--- src/rtl/reg_dst_mux_pkg.sv ---
// Select codes shared by the control unit and the register-file destination mux.
package reg_dst_mux_pkg;

  typedef logic [2:0] sel_t;

  localparam sel_t SEL_E0  = 3'd0;
  localparam sel_t SEL_E1  = 3'd1;
  localparam sel_t SEL_E2  = 3'd2;
  localparam sel_t SEL_E3  = 3'd3;
  localparam sel_t SEL_E4  = 3'd4;
  localparam sel_t SEL_MAX = 3'd4;

endpackage

--- src/rtl/reg_dst_mux.sv ---
// Registered 5:1 selector for the register-file write destination/data.
// Optional illegal-code flag sel_err when REG_DST_MUX_SEL_ERR_EN is defined.
module reg_dst_mux
  import reg_dst_mux_pkg::*;
#(
  parameter int               WIDTH     = 32,
  parameter logic [WIDTH-1:0] RESET_VAL = '0
) (
  input  logic             clk,
  input  logic             reset_n,
  input  logic [WIDTH-1:0] entry0,
  input  logic [WIDTH-1:0] entry1,
  input  logic [WIDTH-1:0] entry2,
  input  logic [WIDTH-1:0] entry3,
  input  logic [WIDTH-1:0] entry4,
  input  sel_t             controlSingal,
  output logic [WIDTH-1:0] out
`ifdef REG_DST_MUX_SEL_ERR_EN
  ,
  output logic             sel_err
`endif
);

  logic [WIDTH-1:0] mux_d;

  // Codes above SEL_MAX resolve to zero so out is never X.
  always_comb begin
    mux_d = '0;
    case (controlSingal)
      SEL_E0:  mux_d = entry0;
      SEL_E1:  mux_d = entry1;
      SEL_E2:  mux_d = entry2;
      SEL_E3:  mux_d = entry3;
      SEL_E4:  mux_d = entry4;
      default: mux_d = '0;
    endcase
  end

  always_ff @(posedge clk) begin
    if (!reset_n) begin
      out <= RESET_VAL;
    end else begin
      out <= mux_d;
    end
  end

`ifdef REG_DST_MUX_SEL_ERR_EN
  always_ff @(posedge clk) begin
    if (!reset_n) begin
      sel_err <= 1'b0;
    end else begin
      sel_err <= (controlSingal > SEL_MAX);
    end
  end
`endif

endmodule

--- config.mk ---
export PLATFORM = sky130hd
export DESIGN_NAME = reg_dst_mux
export DESIGN_NICKNAME = d
export VERILOG_FILES = /design/src/rtl/reg_dst_mux_pkg.sv /design/src/rtl/reg_dst_mux.sv
export SDC_FILE = /design/constraint.sdc
export NUM_CORES = 1
export LEC_CHECK = 0
export ABC_AREA = 1
export BUFFER_PORTS_ARGS = -buffer_cell sky130_fd_sc_hd__clkbuf_2
export CAP_MARGIN = 15
export CORE_ASPECT_RATIO = 1.25
export CORE_MARGIN = 5
export CORE_UTILIZATION = 42
export CTS_CLUSTER_SIZE = 12
export DETAILED_ROUTE_END_ITERATION = 8
export GPL_ROUTABILITY_DRIVEN = 0
export PLACE_DENSITY_LB_ADDON = 0.08
export REMOVE_ABC_BUFFERS = 1
export SYNTH_ARGS = -nofsm -noshare
export SYNTH_HDL_FRONTEND = slang
export SYNTH_SLANG_ARGS = --single-unit
--- constraint.sdc ---
create_clock -name clk -period 3.6 [get_ports clk]
set_clock_uncertainty 0.1 [all_clocks]
set_input_delay 0.54 -clock clk [delete_from_list [all_inputs] [get_ports clk]]
set_output_delay 0.54 -clock clk [all_outputs]
set_load 0.03 [all_outputs]
# Word level (Yosys, flattened, before mapping)
# Index checks and enable logic that the tools add are counted.
dict set report word_totals {
  wordCells 7
  out_inout_bits 32
  register_bits 32
}
dict set report op_classes {
  muxes 1
  reduce_logical 1
  eq_ne 4
}
# operator count
set op_table {}
lappend op_table {{$pmux 32 s5} 1}
lappend op_table {{$eq 3x2->1 const B} 2}
lappend op_table {{$eq 3x1->1 const B} 1}
lappend op_table {{$eq 3x3->1 const B} 1}
lappend op_table {{$logic_not 3->1} 1}

# Depth between registers and ports, before layout
dict set report depth {
  depth_word 2
  depth_mapped 8
  mapped_depth_nobuf 5
}

# Worst setup path before layout
# OpenSTA, ideal clock, no wires.
dict set report synth_timing {
  kind {in2reg}
  from {input port controlSingal[2]}
  to {register out[12]}
  arrival_ns 1.302
  path_slack_ns 2.070
  path_stages 8
  n_path_buf 3
  cell_sequence {buf_2 -> inv_4 -> buf_4 -> buf_2 -> nand4_1 -> nand3_1 -> nor2_1 -> nor2_1}
}
dict set report synth_via {
  elab_chain_cells 2
  word_cells_on_any_way 6
  classes_between {eq/ne: 4; mux: 1; reduce/logical: 1}
}
# item line
set synth_lines {}
lappend synth_lines {{start, declared} reg_dst_mux.sv:16} ;# input sel_t controlSingal,
lappend synth_lines {{$eq 3x3->1, or another cell as far along} reg_dst_mux.sv:29} ;# case (controlSingal)
lappend synth_lines {{$pmux 32 s5 *} reg_dst_mux.sv:29}
lappend synth_lines {{end signal, assigned} reg_dst_mux.sv:43} ;# out <= mux_d;
lappend synth_lines {{end, declared} reg_dst_mux.sv:17} ;# output logic [WIDTH-1:0] out
# Mark *: on every way between the ends. The rest lies on a longest branch, timed or not.
# A chain may end at the register's enable or synchronous reset.

# Worst setup path in the final report
dict set report layout_timing {
  from {input port controlSingal[0]}
  to {register out[2]}
}
# Same word-level chain as after synthesis.

==> metrics.txt <==
Antenna Diode Count 0; wire length of the first global-routing pass 14.21 mm; root buffer cell sky130_fd_sc_hd__clkbuf_8; Bufs on Longest Clock Path 2; critical path data arrival time 2.23 ns; DIE HEIGHT 92.94 um; Biggest register out; number of enable flip-flop cells after synthesis 0; Crit path required time 3.71 ns; IO Count 197; startpoint types input port; Synthesis Warnings 0; antenna violations before repair 0; cells along the critical path clkbuf_2, inv_1, nand4_1, nand3_1, nor2_1, nor2_1; vias per std cell 5.607; Placed Cells 591; GRT Residual Overflow 0; crit share post-route 59.12%; post-cts repair resize count 0; endpoints failing hold 0; most frequent CP cell sky130_fd_sc_hd__nor2_1; VDD IR-drop max 163.6 uV; synth unique cells 15; cts-stage hold buffer count 0; number of non-filler instances in the completed layout 598; Worst Setup End Kind flip-flop; aggregate negative setup slack 0 ns; clock transition at the registers of the reported paths 0.06 ns; worst slew pin tran 1.060 ns; Hold Startpoint entry4[7]; Worst slew margin 29.25%; number of slew-limit violations in the final report 0; total via count after detailed routing 3353; registers with the highest flip-flop counts out x32; area of the core 0.005405 mm2; multi-input logic area 0.001388 mm2; area taken by flip-flops and latches 640.6 um2; DIE AREA 0.007095 mm2; peak per-stage delay on the critical path 0.87 ns; proportion of layout cells with a drive suffix above 1 39.51%; flip-flop count of the largest register, all copies and words added 32; number of maximum-capacitance constraint violations 0; H-tree levels 2; DRC violation count after routing 0; worst path bufs/invs 2; Seq cells post-synth 32; outcome complete, no violations; type of the tightest min-delay check in -> reg; via count of the first global-routing pass 3042; shortest clock period the worst path allows after layout 2.128 ns; hold path cells 5; ranking of synthesized cells by instance count sky130_fd_sc_hd__nand3_1 (97), sky130_fd_sc_hd__nand4_1 (82), sky130_fd_sc_hd__nor2_1 (64); Hold Path Sink out[7]; floorplan die width 76.35 um; count of buffers from port buffering 196; Sink Count 32; synthesized area per cell 6.263 um2; Yosys top cell area share 27.72%; Worst Setup Path Type in -> reg; CTS buffer count 5; pin count of the biggest net entering global routing 76; leading area contributor after synthesis sky130_fd_sc_hd__dfxtp_1; Pwr Total 0.9967 mW; static leakage 1.798 nW; sequential area share after synthesis 27.72%; slowest stage cell on the critical path sky130_fd_sc_hd__inv_1; remaining antenna violation count after routing 0; first drt pass iteration count 4; cell area after technology mapping 0.002311 mm2; async set-reset flop share out of synthesis 0%; maximum frequency from static timing analysis 469.9 MHz; CTS tree done; maximum fanout along the worst path 32; violation count after the first detailed-route iteration 263; half-perimeter wire length after placement 6.515 mm; unrepaired setup endpoints after global routing false; Finish-stage setup viols 0; total length of routed wires 9.089 mm; largest cells by area after synthesis sky130_fd_sc_hd__dfxtp_1 (28%), sky130_fd_sc_hd__nand4_1 (22%), sky130_fd_sc_hd__nand3_1 (21%), sky130_fd_sc_hd__nor2_1 (10%), sky130_fd_sc_hd__buf_2 (5.0%); routed len/inst 15.20 um; row count 30; postcts setup bufs 0; most used flip-flop cell after synthesis sky130_fd_sc_hd__dfxtp_1; Layout fillers 553; instance count of the mapped netlist 369; power density over the cells 301.5 mW/mm2; kind of cell adding the most delay to the critical path buffers and inverters; most common cell in the netlist sky130_fd_sc_hd__nand3_1; initial standard-cell utilization of the core 42.75%; net total in the final layout 699; layout-stage area growth over the synthesis result 43.04%; total global-route track usage 23.85%
[cell usage in the layout (no fill, tap or decap)]
| cell | instances |
|---|---|
| sky130_fd_sc_hd__o21ai_1 | 6 |
| sky130_fd_sc_hd__nand4_1 | 82 |
| sky130_fd_sc_hd__o21ai_0 | 8 |
| sky130_fd_sc_hd__inv_2 | 1 |
| sky130_fd_sc_hd__inv_1 | 16 |
| sky130_fd_sc_hd__buf_4 | 4 |
| sky130_fd_sc_hd__clkbuf_8 | 7 |
| sky130_fd_sc_hd__clkbuf_2 | 196 |
| sky130_fd_sc_hd__nand3_1 | 97 |
| sky130_fd_sc_hd__nor2_4 | 1 |
| sky130_fd_sc_hd__dfxtp_1 | 32 |
| sky130_fd_sc_hd__inv_4 | 1 |
| sky130_fd_sc_hd__nor2_1 | 64 |
| sky130_fd_sc_hd__buf_12 | 1 |
| sky130_fd_sc_hd__nand2_1 | 18 |
[per-layer routing]
metal	share of wire (%)	track usage, %	up-vias
met2	50	40.64	190
li1	-	-	1659
met4	2.1	8.163	0
met1	38	29.06	1485
met5	0	0	-
met3	10	5.934	19
[metrics by stage]
| step | hold slack (ns) | util [%] | area [um2] | worst slack (ns) |
|---|---|---|---|---|
| finish | 0.4918 | 61.16 | 3306 | 1.472 |
| detailed placement | 0.7825 | 59.38 | 3209 | 1.192 |
| global route | 0.5137 | 61.16 | 3306 | 1.326 |
| floorplan | 0.6760 | - | 2098 | 1.566 |
| CTS | 0.4835 | 61.16 | 3306 | 1.490 |
| global placement | 0.7711 | 59.38 | 3209 | 1.222 |
[worst max path at each step]
stage                     start  endpoint  slack, ns  cells past startpoint
4_1_cts        controlSingal[0]    out[2]       1.49                      6
2_1_floorplan  controlSingal[2]    out[0]       1.57                      5
5_1_grt        controlSingal[2]    out[5]       1.33                      6
3_3_place_gp   controlSingal[0]    out[2]       1.22                      6
3_5_place_dp   controlSingal[0]    out[2]       1.19                      6
6_report       controlSingal[0]    out[2]       1.47                      6
[logic make-up after synthesis]
logic type             count (synthesis)  synth area share [%]
buffers and inverters                 61                 12.24
AO/OA/AOI/OAI                         14                 3.032
flip-flops                            32                 27.72
AND/OR/NAND/NOR                      262                 57.01
[report_power, final]
part	internal, mW	switching, mW	total, mW
sequential	0.378	0.00783	0.386
clock	0.170	0.126	0.296
combinational	0.121	0.194	0.315
[area by class of cell]
cell class / instances / share of cell area [%]
Sequential cell: 32 / 19.38
Clock buffer: 7 / 2.914
Tap cell: 64 / 2.422
Multi-Input combinational cell: 276 / 41.98
Inverter: 18 / 2.120
Timing Repair Buffer: 201 / 31.19
[worst min-delay path: stages]
cell and delay (ns):
sky130_fd_sc_hd__clkbuf_2 0.07, sky130_fd_sc_hd__nand3_1 0.06, sky130_fd_sc_hd__nand2_1 0.06, sky130_fd_sc_hd__nor2_1 0.04, sky130_fd_sc_hd__nor2_1 0.06
No activity file was read; power rests on OpenSTA's default activity.
